### config.mk
export PLATFORM = sky130hd
export DESIGN_NAME = apb_master_flat
export DESIGN_NICKNAME = d
export VERILOG_FILES = /design/src/rtl/apb_pkg.sv /design/src/rtl/apb_if.sv /design/src/rtl/apb_master.sv /design/src/flat_wrapper.sv
export SDC_FILE = /design/constraint.sdc
export NUM_CORES = 1
export LEC_CHECK = 0
export CAP_MARGIN = 20
export CELL_PAD_IN_SITES_DETAIL_PLACEMENT = 1
export CELL_PAD_IN_SITES_GLOBAL_PLACEMENT = 2
export CORE_MARGIN = 3
export CORE_UTILIZATION = 25
export CTS_BUF_LIST = sky130_fd_sc_hd__clkbuf_4 sky130_fd_sc_hd__clkbuf_8 sky130_fd_sc_hd__clkbuf_16
export DETAILED_ROUTE_END_ITERATION = 16
export GPL_ROUTABILITY_DRIVEN = 0
export GPL_TIMING_DRIVEN = 0
export PLACE_DENSITY = 0.82
export RECOVER_POWER = 100
export SYNTH_ARGS = -nofsm -noshare
export SYNTH_HDL_FRONTEND = slang
export SYNTH_SLANG_ARGS = --single-unit
### constraint.sdc
create_clock -name PCLK -period 2 [get_ports PCLK]
set_input_delay 0.2 -clock PCLK [delete_from_list [all_inputs] [get_ports PCLK]]
set_output_delay 0.2 -clock PCLK [all_outputs]
set_load 0.005 [all_outputs]
### src/rtl/apb_pkg.sv
// apb_pkg: shared FSM state encoding and default timeout for the APB master
package apb_pkg;
  typedef enum logic [1:0] {IDLE, SETUP, ACCESS, RESP} state_t;
  localparam int TIMEOUT_CYCLES_DEF = 16;
endpackage

### src/rtl/apb_if.sv
// apb_if: APB bus signals with master and slave views
interface apb_if #(parameter int ADDR_WIDTH = 4, parameter int DATA_WIDTH = 8);
  logic [ADDR_WIDTH-1:0] PADDR;
  logic                  PSELx;
  logic                  PENABLE;
  logic                  PWRITE;
  logic [DATA_WIDTH-1:0] PWDATA;
  logic                  PREADY;
  logic [DATA_WIDTH-1:0] PRDATA;
  logic                  PSLVERR;
  modport master (output PADDR, PSELx, PENABLE, PWRITE, PWDATA, input PREADY, PRDATA, PSLVERR);
  modport slave  (input PADDR, PSELx, PENABLE, PWRITE, PWDATA, output PREADY, PRDATA, PSLVERR);
endinterface

### src/rtl/apb_master.sv
// apb_master: single-command APB master with response handshake; optional ACCESS timeout under APB_MASTER_TIMEOUT_EN
module apb_master
  import apb_pkg::*;
#(
  parameter int ADDR_WIDTH     = 4,
  parameter int DATA_WIDTH     = 8,
  parameter int TIMEOUT_CYCLES = TIMEOUT_CYCLES_DEF
) (
  input  logic                  PCLK,
  input  logic                  PRESET,
  input  logic                  cmd_valid,
  output logic                  cmd_ready,
  input  logic                  cmd_write,
  input  logic [ADDR_WIDTH-1:0] cmd_addr,
  input  logic [DATA_WIDTH-1:0] cmd_wdata,
  output logic                  rsp_valid,
  input  logic                  rsp_ready,
  output logic [DATA_WIDTH-1:0] rsp_rdata,
  output logic                  rsp_err,
  apb_if.master                 apb
);
  state_t state;
`ifdef APB_MASTER_TIMEOUT_EN
  localparam int CW = $clog2(TIMEOUT_CYCLES + 1);
  logic [CW-1:0] cnt;
`else
  localparam bit unused_timeout = TIMEOUT_CYCLES > 0;
`endif
  assign cmd_ready = state == IDLE;
  // Transfer sequencer: every bus and response output is a flop updated alongside the state
  always_ff @(posedge PCLK) begin
    if (PRESET) begin
      state       <= IDLE;
      apb.PSELx   <= 1'b0;
      apb.PENABLE <= 1'b0;
      apb.PWRITE  <= 1'b0;
      apb.PADDR   <= '0;
      apb.PWDATA  <= '0;
      rsp_valid   <= 1'b0;
      rsp_err     <= 1'b0;
      rsp_rdata   <= '0;
`ifdef APB_MASTER_TIMEOUT_EN
      cnt         <= '0;
`endif
    end else begin
      case (state)
        IDLE: if (cmd_valid) begin
          state      <= SETUP;
          apb.PSELx  <= 1'b1;
          apb.PADDR  <= cmd_addr;
          apb.PWRITE <= cmd_write;
          apb.PWDATA <= cmd_wdata;
        end
        SETUP: begin
          state       <= ACCESS;
          apb.PENABLE <= 1'b1;
`ifdef APB_MASTER_TIMEOUT_EN
          cnt         <= '0;
`endif
        end
        ACCESS: begin
          if (apb.PREADY) begin
            state       <= RESP;
            apb.PSELx   <= 1'b0;
            apb.PENABLE <= 1'b0;
            rsp_valid   <= 1'b1;
            rsp_rdata   <= apb.PWRITE ? '0 : apb.PRDATA;
            rsp_err     <= apb.PSLVERR;
          end
`ifdef APB_MASTER_TIMEOUT_EN
          else if (cnt == CW'(TIMEOUT_CYCLES - 1)) begin
            state       <= RESP;
            apb.PSELx   <= 1'b0;
            apb.PENABLE <= 1'b0;
            rsp_valid   <= 1'b1;
            rsp_rdata   <= '0;
            rsp_err     <= 1'b1;
          end else
            cnt <= cnt + CW'(1);
`endif
        end
        RESP: if (rsp_ready) begin
          state     <= IDLE;
          rsp_valid <= 1'b0;
        end
        default: state <= IDLE;
      endcase
    end
  end
endmodule

### src/flat_wrapper.sv
// flat-port wrapper written by rule: the top's interface ports become plain ports
module apb_master_flat import apb_pkg::*;
#(
  parameter int ADDR_WIDTH     = 4,
  parameter int DATA_WIDTH     = 8,
  parameter int TIMEOUT_CYCLES = TIMEOUT_CYCLES_DEF
)
  (PCLK, PRESET, cmd_valid, cmd_ready, cmd_write, cmd_addr, cmd_wdata, rsp_valid, rsp_ready, rsp_rdata, rsp_err, apb_PADDR, apb_PSELx, apb_PENABLE, apb_PWRITE, apb_PWDATA, apb_PREADY, apb_PRDATA, apb_PSLVERR);
  apb_if #(.ADDR_WIDTH(ADDR_WIDTH), .DATA_WIDTH(DATA_WIDTH)) apb_i ();
  input  logic PCLK;
  input  logic PRESET;
  input  logic cmd_valid;
  output logic cmd_ready;
  input  logic cmd_write;
  input  logic [ADDR_WIDTH-1:0] cmd_addr;
  input  logic [DATA_WIDTH-1:0] cmd_wdata;
  output logic rsp_valid;
  input  logic rsp_ready;
  output logic [DATA_WIDTH-1:0] rsp_rdata;
  output logic rsp_err;
  output wire logic [$bits(apb_i.PADDR)-1:0] apb_PADDR;
  output wire logic [$bits(apb_i.PSELx)-1:0] apb_PSELx;
  output wire logic [$bits(apb_i.PENABLE)-1:0] apb_PENABLE;
  output wire logic [$bits(apb_i.PWRITE)-1:0] apb_PWRITE;
  output wire logic [$bits(apb_i.PWDATA)-1:0] apb_PWDATA;
  input wire logic [$bits(apb_i.PREADY)-1:0] apb_PREADY;
  input wire logic [$bits(apb_i.PRDATA)-1:0] apb_PRDATA;
  input wire logic [$bits(apb_i.PSLVERR)-1:0] apb_PSLVERR;
  assign apb_PADDR = apb_i.PADDR;
  assign apb_PSELx = apb_i.PSELx;
  assign apb_PENABLE = apb_i.PENABLE;
  assign apb_PWRITE = apb_i.PWRITE;
  assign apb_PWDATA = apb_i.PWDATA;
  assign apb_i.PREADY = apb_PREADY;
  assign apb_i.PRDATA = apb_PRDATA;
  assign apb_i.PSLVERR = apb_PSLVERR;
  apb_master #(.ADDR_WIDTH(ADDR_WIDTH), .DATA_WIDTH(DATA_WIDTH), .TIMEOUT_CYCLES(TIMEOUT_CYCLES)) u_core (.PCLK(PCLK), .PRESET(PRESET), .cmd_valid(cmd_valid), .cmd_ready(cmd_ready), .cmd_write(cmd_write), .cmd_addr(cmd_addr), .cmd_wdata(cmd_wdata), .rsp_valid(rsp_valid), .rsp_ready(rsp_ready), .rsp_rdata(rsp_rdata), .rsp_err(rsp_err), .apb(apb_i));
endmodule
==> results.sh <==
export IMPL_status="finished clean"
export IMPL_final_cells=252
export IMPL_p_comb_share_pct=42.2
export IMPL_clock_latency_ns=0.27
export IMPL_critPathLaunchType="flop"
export IMPL_dieArea_um2=5740
export IMPL_post_cts_buffers=0
export IMPL_first_global_vias=1166
export IMPL_hold_viol=0
export IMPL_antenna_cells=0
export IMPL_first_pass_iters=4
export IMPL_crit_arrival_ns=1.60
export IMPL_ios=53
export IMPL_ys_types=25
export IMPL_post_dp_cell_area_um2=1810
export IMPL_p_sw_w=0.000612
export IMPL_drc=0
export IMPL_period_needed_ns=1.80
export IMPL_yosys_warnings=0
export IMPL_setup_tns_ns=0
export IMPL_wl_um=3560
export IMPL_critPathSlowestCell="dlygate4sd3_1"
export IMPL_cp_buffers_inverters=2
export IMPL_end_kind="output pin"
export IMPL_rows=24
export IMPL_grt_usage_pct=12.7
export IMPL_cts_resized_gates=0
export IMPL_fin_ws_ns=0.197
export IMPL_fin_nets=221
export IMPL_synth_area_leaders="dfxtp_1, nand2_1, a21oi_2, ha_1, a21oi_1"
export IMPL_grt_max_degree=16
export IMPL_met3_usage_pct=1.72
export IMPL_ir_drop_mv=0.325
export IMPL_power_internal_w=0.00114
export IMPL_hp_class="primary input to flop"
export IMPL_synthesis_area_um2=1220
export IMPL_via_count=1124
export IMPL_path_clk_slew_ns=0.10
export IMPL_grt_setup_unrepaired="no"
export IMPL_met1_usage_pct=16.3
export IMPL_grt_pass1_wl_um=5590
export IMPL_cp_required_ns=1.80
export IMPL_swShare_pct=34.9
export IMPL_synth_top_area_share_pct=44.4
export IMPL_drv_cap=0
export IMPL_cts_hold_buf=0
export IMPL_fmax_mhz=555
export IMPL_synth_nets=165
export IMPL_dp_cells=248
export IMPL_die_x_um=75.7
export IMPL_clockPowerShare_pct=18.0
export IMPL_avgSynthCellArea_um2=9.21
export IMPL_met2_usage_pct=21.7
export IMPL_numCtsBuffers=3
export IMPL_initial_core_util_pct=26.8
export IMPL_gr_total_overflow=0
export IMPL_slew_violations=0
export IMPL_fin_area_um2=1830
export IMPL_synth_area_leader_cell="dfxtp_1"
export IMPL_worst_slew_pin_slew_ns=0.466
export IMPL_setup_viol=0
export IMPL_die_height_um=75.7
export IMPL_grt_busiest_layer="met2"
export IMPL_place_ws_ns=0.537
export IMPL_period_share_pct=90.2
export IMPL_p_leak_nw=0.714
export IMPL_power_density_nw_per_um2=960
export IMPL_vias_per_cell=4.46
export IMPL_syn2layout_area_growth_pct=50.3
export IMPL_netlist_instances=132
export IMPL_clockBufferDepth=2
export IMPL_synth_seq_cells=27
export IMPL_dpl_hpwl_um=2790
export IMPL_seqPwrFrac_pct=39.7
export IMPL_slew_headroom_pct=68.9
export IMPL_fin_skew_ns=0.00224
export IMPL_ys_seq_area_share_pct=44.4
export IMPL_cts_sinks=27
export IMPL_cts_max_level=1
export IMPL_path_class="flop to output pin"
export IMPL_core_um2=4530
export IMPL_cp_max_fo=4
export IMPL_cts_tree="done"
export IMPL_wl_per_cell_um=14.1
export IMPL_drt_iter0_drc=26
export IMPL_cpLargestDelayFamily="buffers and inverters"
export IMPL_port_buffers=51
export IMPL_cts_root_buf="clkbuf_8"
export IMPL_path_cells="inv_1 > ha_1 > dlygate4sd3_1"
export IMPL_layout_drive_gt1_share_pct=16.0
export IMPL_ant_nets=0
export IMPL_antenna_found_initial=0
export IMPL_cpPeakStageDelay_ns=0.59
[flip-flops by register name, summed over array words and instances, names as in the netlist]
| register | flops |
|---|---|
| u_core.apb.PWDATA | 8 |
| u_core.rsp_rdata | 8 |
| u_core.apb.PADDR | 4 |
| u_core.state | 2 |
| u_core.apb.PENABLE | 1 |
| u_core.apb.PSELx | 1 |
| u_core.apb.PWRITE | 1 |
| u_core.rsp_err | 1 |
| u_core.rsp_valid | 1 |
[through the flow]
stage	power [W]	hold WS (ns)	util, %
floorplan	0.00118	0.316	-
global placement	0.00150	0.439	39.9
detailed placement	0.00154	0.449	39.9
CTS	0.00186	0.239	40.9
global route	0.00189	0.252	40.3
finish	0.00175	0.240	40.3
[synth_stat cells (all sizes together)]
| master | count |
|---|---|
| nand3 | 1 |
| nand4b | 8 |
| a311oi | 1 |
| and2 | 1 |
| o31ai | 1 |
| nand4 | 1 |
| ha | 6 |
| and3 | 1 |
| a21oi | 24 |
| buf | 7 |
| inv | 3 |
| o21ai | 1 |
| nor2 | 2 |
| nor2b | 2 |
| a211oi | 2 |
| or2 | 1 |
| a31oi | 2 |
| mux2 | 1 |
| dfxtp | 27 |
| nand2 | 37 |
| nand2b | 3 |
[area by class of cell]
class,instances,area (µm²)
multi-input combinational,95,598
sequential,27,541
timing repair buffer,51,510
clock buffer,3,41.3
buffer,7,40.0
clock inverter,1,5.00
tap,65,81.3
fill,532,2710
inverter,3,11.3
[cells by family (layout without fill, tap and decap cells)]
family,Yosys count,after routing,share of synthesized area (%)
fa+ha+maj,6,6,6.17
flops,27,27,44.4
simple gates,57,57,25.6
compound gates,31,31,18.2
mux,1,1,1.23
buf+inv,10,65,4.32
[final timing paths]
kind                            cells after the start                   end                start  slack [ns]
worst min-delay path                                2    u_core.apb.PENABLE               PRESET        0.24
worst max-delay path                                3             cmd_ready      u_core.state[0]        0.20
worst min register to register                      2   u_core.rsp_rdata[7]  u_core.rsp_rdata[7]        0.46
worst max register to register                      6  u_core.apb.PWDATA[0]      u_core.state[0]        0.35
[power by group through the flow]
stage	registers, W	clock network [W]	logic, W
floorplan	0.000710	0	0.000467
global placement	0.000709	0	0.000786
detailed placement	0.000714	0	0.000822
CTS	0.000703	0.000331	0.000826
global route	0.000715	0.000350	0.000829
finish	0.000697	0.000316	0.000741
[metal layers]
metal	part of all wire, %	vias up
li1	-	558
met1	44	526
met2	49	38
met3	6.2	2
met4	1.0	0
met5	0	-
[cells in the final DEF, fill, tap and decap left out, types with 2 or more instances in the layout]
cell type	instances
a31oi_1	2
nor2b_1	2
dfxtp_1	27
nand4b_1	8
nand2_1	27
a21oi_2	6
inv_1	3
nand2b_1	2
ha_1	6
buf_2	5
clkbuf_8	3
dlygate4sd3_1	26
nand2_2	10
a21oi_1	18
clkdlybuf4s50_1	25
a211oi_2	2
nor2_1	2
Note: power is estimated with default switching activity, not from simulation.
==> RTL edit 1 (config.mk and constraints unchanged) <==
The option `APB_MASTER_TIMEOUT_EN` is turned on by a define.
--- a/src/rtl/apb_master.sv
+++ b/src/rtl/apb_master.sv
@@ -1,3 +1,5 @@
 // apb_master: single-command APB master with response handshake; optional ACCESS timeout under APB_MASTER_TIMEOUT_EN
+`define APB_MASTER_TIMEOUT_EN
+
 module apb_master
   import apb_pkg::*;
Formal check against the unedited RTL: no difference found for any inputs over 10 cycles, from zero or initial values and one cycle with PRESET high; that may be too few to reach the edited logic, so the function may still have changed.
==> RTL edit 1 against the original RTL <==
Setup slack got worse by 0.14 ns. Worst hold slack better by 0.21 ns. Sequential cell count grew 5. Final area is 13% higher. Power is 21% higher. Combinational power down 15%. Clock power is 120% higher. First-iteration DRC count is 7.7% lower. Wire length is 8.7% higher. Synthesized area up 8.3%. Largest cell class unchanged.
==> RTL edit 1: results (changes against the original RTL) <==
Outcome
The flow ran to the end, and the final reports show no timing, DRC or antenna violations.

Global route
The total track usage is 13.7% (+0.96 points). The remaining global-route overflow is 0 (unchanged). The first-pass GRT wire length is 6700 um (+20%). The maximum number of pins on one net before global-route repair is 11 (-5). The via count of the first global-routing pass is 1,441 (+24%).

Yosys
The count of yosys warnings during synthesis is 0 (unchanged). The async set or reset register ratio after synthesis is 0% (unchanged). The synthesized netlist net count is 185 (+12%). The number of standard cells after synthesis is 151 (+14%). Among all flip-flop cells after synthesis, the most frequent one is sky130_fd_sc_hd__dfxtp_1.

After synthesis, the cell types taking the most area are sky130_fd_sc_hd__dfxtp_1 49%, sky130_fd_sc_hd__nand2_1 8.5%, sky130_fd_sc_hd__a21oi_1 6.8%, sky130_fd_sc_hd__ha_1 6.6%, sky130_fd_sc_hd__a22oi_1 4.6%. The part of the Yosys area used for sequential elements is 48.6% (+4.2 points). In the synthesized netlist, the cells that appear most often are 32 x sky130_fd_sc_hd__dfxtp_1, 30 x sky130_fd_sc_hd__nand2_1, 18 x sky130_fd_sc_hd__a21oi_1.

The count of unique library cells instantiated by Yosys is 30 (+20%).

Clocking
The buffer count from post-CTS setup fixing was 0 (unchanged). The clock latency reported for the late side of the worst-skew pair is 0.28 ns. The H-tree depth is 2 (+1). The clock root buffer master is sky130_fd_sc_hd__clkbuf_8. The total clock buffers created by CTS is 5 (+2). The clock-pin slew of the registers on the worst-case setup and hold paths is 0.07 ns (-0.03 ns).

Timing
The clock skew after layout was 0.00593 ns (+0.00369 ns). The transition time of the tightest slew-check pin was 0.603 ns (+0.137 ns).

Finish
The fraction of layout cells with a size suffix above 1 was 7.58% (-8.5 points). The net count of the finished layout is 244 (+10%). The fill cell instance count of the final layout is 592 (+11%). The largest registers in the layout are u_core.apb.PWDATA: 8 flops, u_core.rsp_rdata: 8 flops, u_core.cnt: 5 flops.

Power and ir drop
The peak ir drop on the vdd network is 608 uV (+87%). The leakage power figure is 0.830 nW (+16%). The power density over the cells is 1020 nW/um2 (+6.7%).

Drt
The number of violations reported at the end of detailed-routing iteration 0 is 24 (-7.7%). The via density per instance came to 4.56 (+2.3%). The length of the first detailed-routing pass in iterations is 4 (unchanged). The total vias in the final route is 1,268 (+13%). The routed length per placed instance is 13.9 um (-1.4%).

Placement
The half-perimeter wire length after detailed placement is 2960 um (+5.9%). The number of input and output port buffers inserted is 52 (+2.0%). The total cell area at the placement stage is 1920 um2 (+6.3%).

The total placed cells including tap cells is 270 (+8.9%).

Worst setup path
The largest stage delay on the critical path came to 0.39 ns (-0.20 ns). The highest fanout seen on the critical path is 5 (+1). The arrival time at the worst endpoint is 2.14 ns (+0.54 ns). On the critical path, the stage with the largest delay is an instance of sky130_fd_sc_hd__or3b_4.

Worst hold path
The kind of path behind the tightest hold check is flop to flop.
## RTL edit 1: cell count changes in the layout (fill, tap and decap cells not counted), sizes merged, moves of 3 or more
cell	delta
nand2	-7
a21oi	-6
nor2	+7
a22oi	+8
inv	+3
nand4b	-8
nand3	+3
clkbuf	+9
o21ai	+3
buf	-6
dfxtp	+5
nor3	+3
## RTL edit 1: layer usage
layer | share of wire (%) | global-route usage [%] | wire (um) | vias to the layer above
li1 | - | - | - | 635
met1 | 41 | 14.6 | 1600 | 591
met2 | 50 | 24.4 | 1940 | 36
met3 | 7.1 | 5.73 | 276 | 6
met4 | 1.2 | 4.20 | 48 | 0
met5 | 0 | 0 | 0 | -
## RTL edit 1: report_power, final
part	switching, mW	internal (mW)
clock	0.241	0.439
combinational	0.311	0.317
sequential	0.0650	0.748
## RTL edit 1: cell families after synthesis
kind of cell | synth area share (%)
AOI/OAI and AO/OA | 17.4
adders and majority gates | 6.65
buffers and inverters | 3.42
DFF | 48.6
muxes | 0.760
and+or+nand+nor | 23.2
## RTL edit 1: area by class of cell
class / count / area (um2) / share of cell area (%)
Buffer: 6 / 22.5 / 1.09
Clock buffer: 7 / 96.3 / 4.65
Clock inverter: 1 / 30.0 / 1.45
Inverter: 6 / 22.5 / 1.09
Multi-Input combinational cell: 107 / 654 / 31.6
Sequential cell: 32 / 642 / 31.0
Tap cell: 67 / 83.8 / 4.05
Timing Repair Buffer: 52 / 520 / 25.1
## RTL edit 1: metrics by stage
stage | setup slack [ns] | hold slack (ns)
after global placement | 0.0107 | 0.444
final | 0.0546 | 0.450
after floorplan | 0.0926 | 0.336
after detailed placement | -0.0153 | 0.447
after global routing | 0.00696 | 0.465
after CTS | 0.0137 | 0.455
## RTL edit 1: timing repair
action,in CTS,in global routing
cloned,0,0
setup endpoints to repair,1,3
hold endpoints to repair,0,0
hold buffers,0,0
gates resized for setup,2,4
pin swaps,0,0
## RTL edit 1: worst paths after layout
path	from	to	slack, ns	cells after the start
hold reg to reg	u_core.apb.PADDR[2]	u_core.apb.PADDR[2]	0.45	2
hold / removal	u_core.apb.PADDR[2]	u_core.apb.PADDR[2]	0.45	2
setup reg to reg	u_core.cnt[0]	u_core.cnt[2]	0.05	6
setup / recovery	u_core.cnt[0]	u_core.cnt[2]	0.05	6
## RTL edit 1: critical path: cells and delay by family, from the launching register on
kind,cells,cell delay [ns]
compound gates,1,0.22
fa+ha+maj,2,0.37
flops,1,0.34
simple gates,3,0.92
==> RTL edit 2 (config.mk and constraints unchanged) <==
Made on the original files. Re-encode `state_t` (4 states) as one-hot, 4 bits wide.
--- a/src/rtl/apb_pkg.sv
+++ b/src/rtl/apb_pkg.sv
@@ -1,5 +1,5 @@
 // apb_pkg: shared FSM state encoding and default timeout for the APB master
 package apb_pkg;
-  typedef enum logic [1:0] {IDLE, SETUP, ACCESS, RESP} state_t;
+  typedef enum logic [3:0] {IDLE = 4'b0001, SETUP = 4'b0010, ACCESS = 4'b0100, RESP = 4'b1000} state_t;
   localparam int TIMEOUT_CYCLES_DEF = 16;
 endpackage
Check against the original RTL: same outputs for any inputs over 10 cycles, from zero or initial values and one cycle with PRESET high; not proved beyond that.
==> RTL edit 2 against the original RTL <==
Cell count up 6.0%. Synthesized area is 0.10% higher. Sequential share of layout area is 0.14 points higher. Final area grew 7.1%. Largest cell class is now non-clock buffers. Setup slack worse by 0.11 ns. Highest routed layer unchanged. Sequential cell count up 2. Wire length up 14%. Critical endpoint unchanged. Synthesized cell count grew 6.8%.
Power is not compared: it rests on default switching activity, and its combinational part moved more than twofold at a synthesized area within 25%.
==> RTL edit 2: results (changes against the original RTL) <==
Finish
The fraction of layout cells with a size suffix above 1 is 9.90% (-6.1 points). The fill cell instance count of the final layout came to 532 (unchanged). The net count of the finished layout came to 228 (+3.2%). In the final layout, the registers with the most flip-flops are u_core.apb.PWDATA: 8 flops, u_core.rsp_rdata: 8 flops.

Yosys
The part of the Yosys area used for sequential elements was 47.7% (+3.2 points). The count of unique library cells instantiated by Yosys is 27 (+8.0%). The commonest cells after synthesis are 29 x sky130_fd_sc_hd__dfxtp_1, 26 x sky130_fd_sc_hd__a21oi_1, 21 x sky130_fd_sc_hd__o21ai_0. The synthesized area divided by synthesized cell count is 8.63 um2 (-6.3%). In the post-synthesis netlist, the biggest area contributors are sky130_fd_sc_hd__dfxtp_1 48%, sky130_fd_sc_hd__a21oi_1 11%, sky130_fd_sc_hd__o21ai_0 8.6%, sky130_fd_sc_hd__nand3_1 6.2%, sky130_fd_sc_hd__nand4b_1 5.8%. The synthesized netlist net count was 168 (+1.8%).

Clocking
The H-tree depth is 2 (+1). The number of cells upsized or downsized after cts is 3 (+3). The total clock buffers created by CTS is 5 (+2). The clock-pin slew of the registers on the worst-case setup and hold paths is 0.07 ns (-0.03 ns).

The deepest clock path buffer count is 2 (unchanged). The buffer count from post-CTS setup fixing came to 2 (+2).

Global route
The first-pass GRT wire length was 6440 um (+15%). The maximum number of pins on one net before global-route repair is 11 (-5). The initial antenna violation count was 0 (unchanged). The total track usage came to 14.8% (+2.1 points).

Worst setup path
The highest fanout seen on the critical path came to 10 (+6). The startpoint of the lowest-slack register-to-register path is u_core.state[2]. The largest stage delay on the critical path is 0.52 ns (-0.07 ns). The setup slack of the worst register-to-register path came to 0.15 ns (-0.20 ns). The worst register-to-register path ends at u_core.apb.PWDATA[4].

The arrival time at the worst endpoint was 1.72 ns (+0.12 ns).

Worst hold path
The endpoint of the worst hold path is u_core.apb.PWRITE. In this run the most critical hold path is launched from cmd_valid. The count of cells along the worst hold path came to 3 (+1).

Drt
The via density per instance is 4.95 (+11%). The amount of wire on met2 after detailed routing came to 2010 um (+17%). The number of violations reported at the end of detailed-routing iteration 0 is 102 (+290%). The met1 wire length came to 1720 um (+9.0%).

The routed length per placed instance came to 15.2 um (+8.1%). The routed wire length was 4070 um (+14%). The met3 wire length is 310 um (+42%).

Power and ir drop
The peak ir drop on the vdd network is 445 uV.

Timing
The clock skew after layout was 0.00922 ns (+0.00698 ns). The final critical-path required period is 1.92 ns (+0.113 ns). The tightest slew margin relative to the limit is 65.9% (-3.1 points).

The worst-case hold slack is 0.320 ns (+0.0794 ns).

Placement
The total cell area at the placement stage is 1810 um2 (about the same). The total placed cells including tap cells is 257 (+3.6%). The number of input and output port buffers inserted is 51 (unchanged). The post-placement setup slack was 0.0414 ns (-0.496 ns).

Outcome
The run finished with clean final reports.
==> RTL edit 2: cell count changes after synthesis, sizes merged, moves of 3 or more <==
cell | unedited run | this run
clkbuf | 0 | 9
o21ai | 1 | 24
nand3 | 1 | 15
nor3 | 0 | 3
nand2b | 3 | 0
ha | 6 | 0
nand2 | 37 | 2
buf | 7 | 4
==> RTL edit 2: logic make-up after synthesis <==
kind of cell    share of synthesized area, %
flops                                   47.7
simple gates                            21.2
buf+inv                                 7.81
compound gates                          22.6
xor+xnor                               0.720
==> RTL edit 2: critical path: cells and delay by family, from the launching register on <==
kind                   cells  cell delay [ns]
DFF                        1             0.32
buffers and inverters      4             0.60
and+or+nand+nor            1             0.52
==> RTL edit 2: metal layers <==
layer  track usage [%]  up-vias
li1                  -      632
met1              17.5      646
met2              25.8       41
met3              5.15        3
met4              3.50        0
met5                 0        -
==> RTL edit 2: power by group <==
part           internal, mW  switching [mW]  total, mW
registers             0.607          0.0209      0.628
clock network         0.495           0.234      0.729
logic                 0.140           0.122      0.263
total                  1.24           0.377       1.62
==> RTL edit 2: how the worst max path moves through the flow <==
stage          cells after the start                   to
2_1_floorplan                      5  u_core.apb.PADDR[2]
3_3_place_gp                       5            cmd_ready
3_5_place_dp                       5            cmd_ready
4_1_cts                            5            cmd_ready
5_1_grt                            6  u_core.apb.PADDR[2]
6_report                           5            cmd_ready
==> RTL edit 2: area by class of cell <==
| cell class | instances | area (um2) | share of cell area (%) |
|---|---|---|---|
| buffer | 13 | 71.3 | 3.64 |
| clock buffer | 5 | 68.8 | 3.51 |
| timing repair buffer | 53 | 524 | 26.8 |
| clock inverter | 3 | 65.1 | 3.32 |
| tap | 65 | 81.3 | 4.15 |
| sequential | 29 | 582 | 29.7 |
| inverter | 5 | 23.8 | 1.21 |
| multi-input combinational | 94 | 542 | 27.7 |
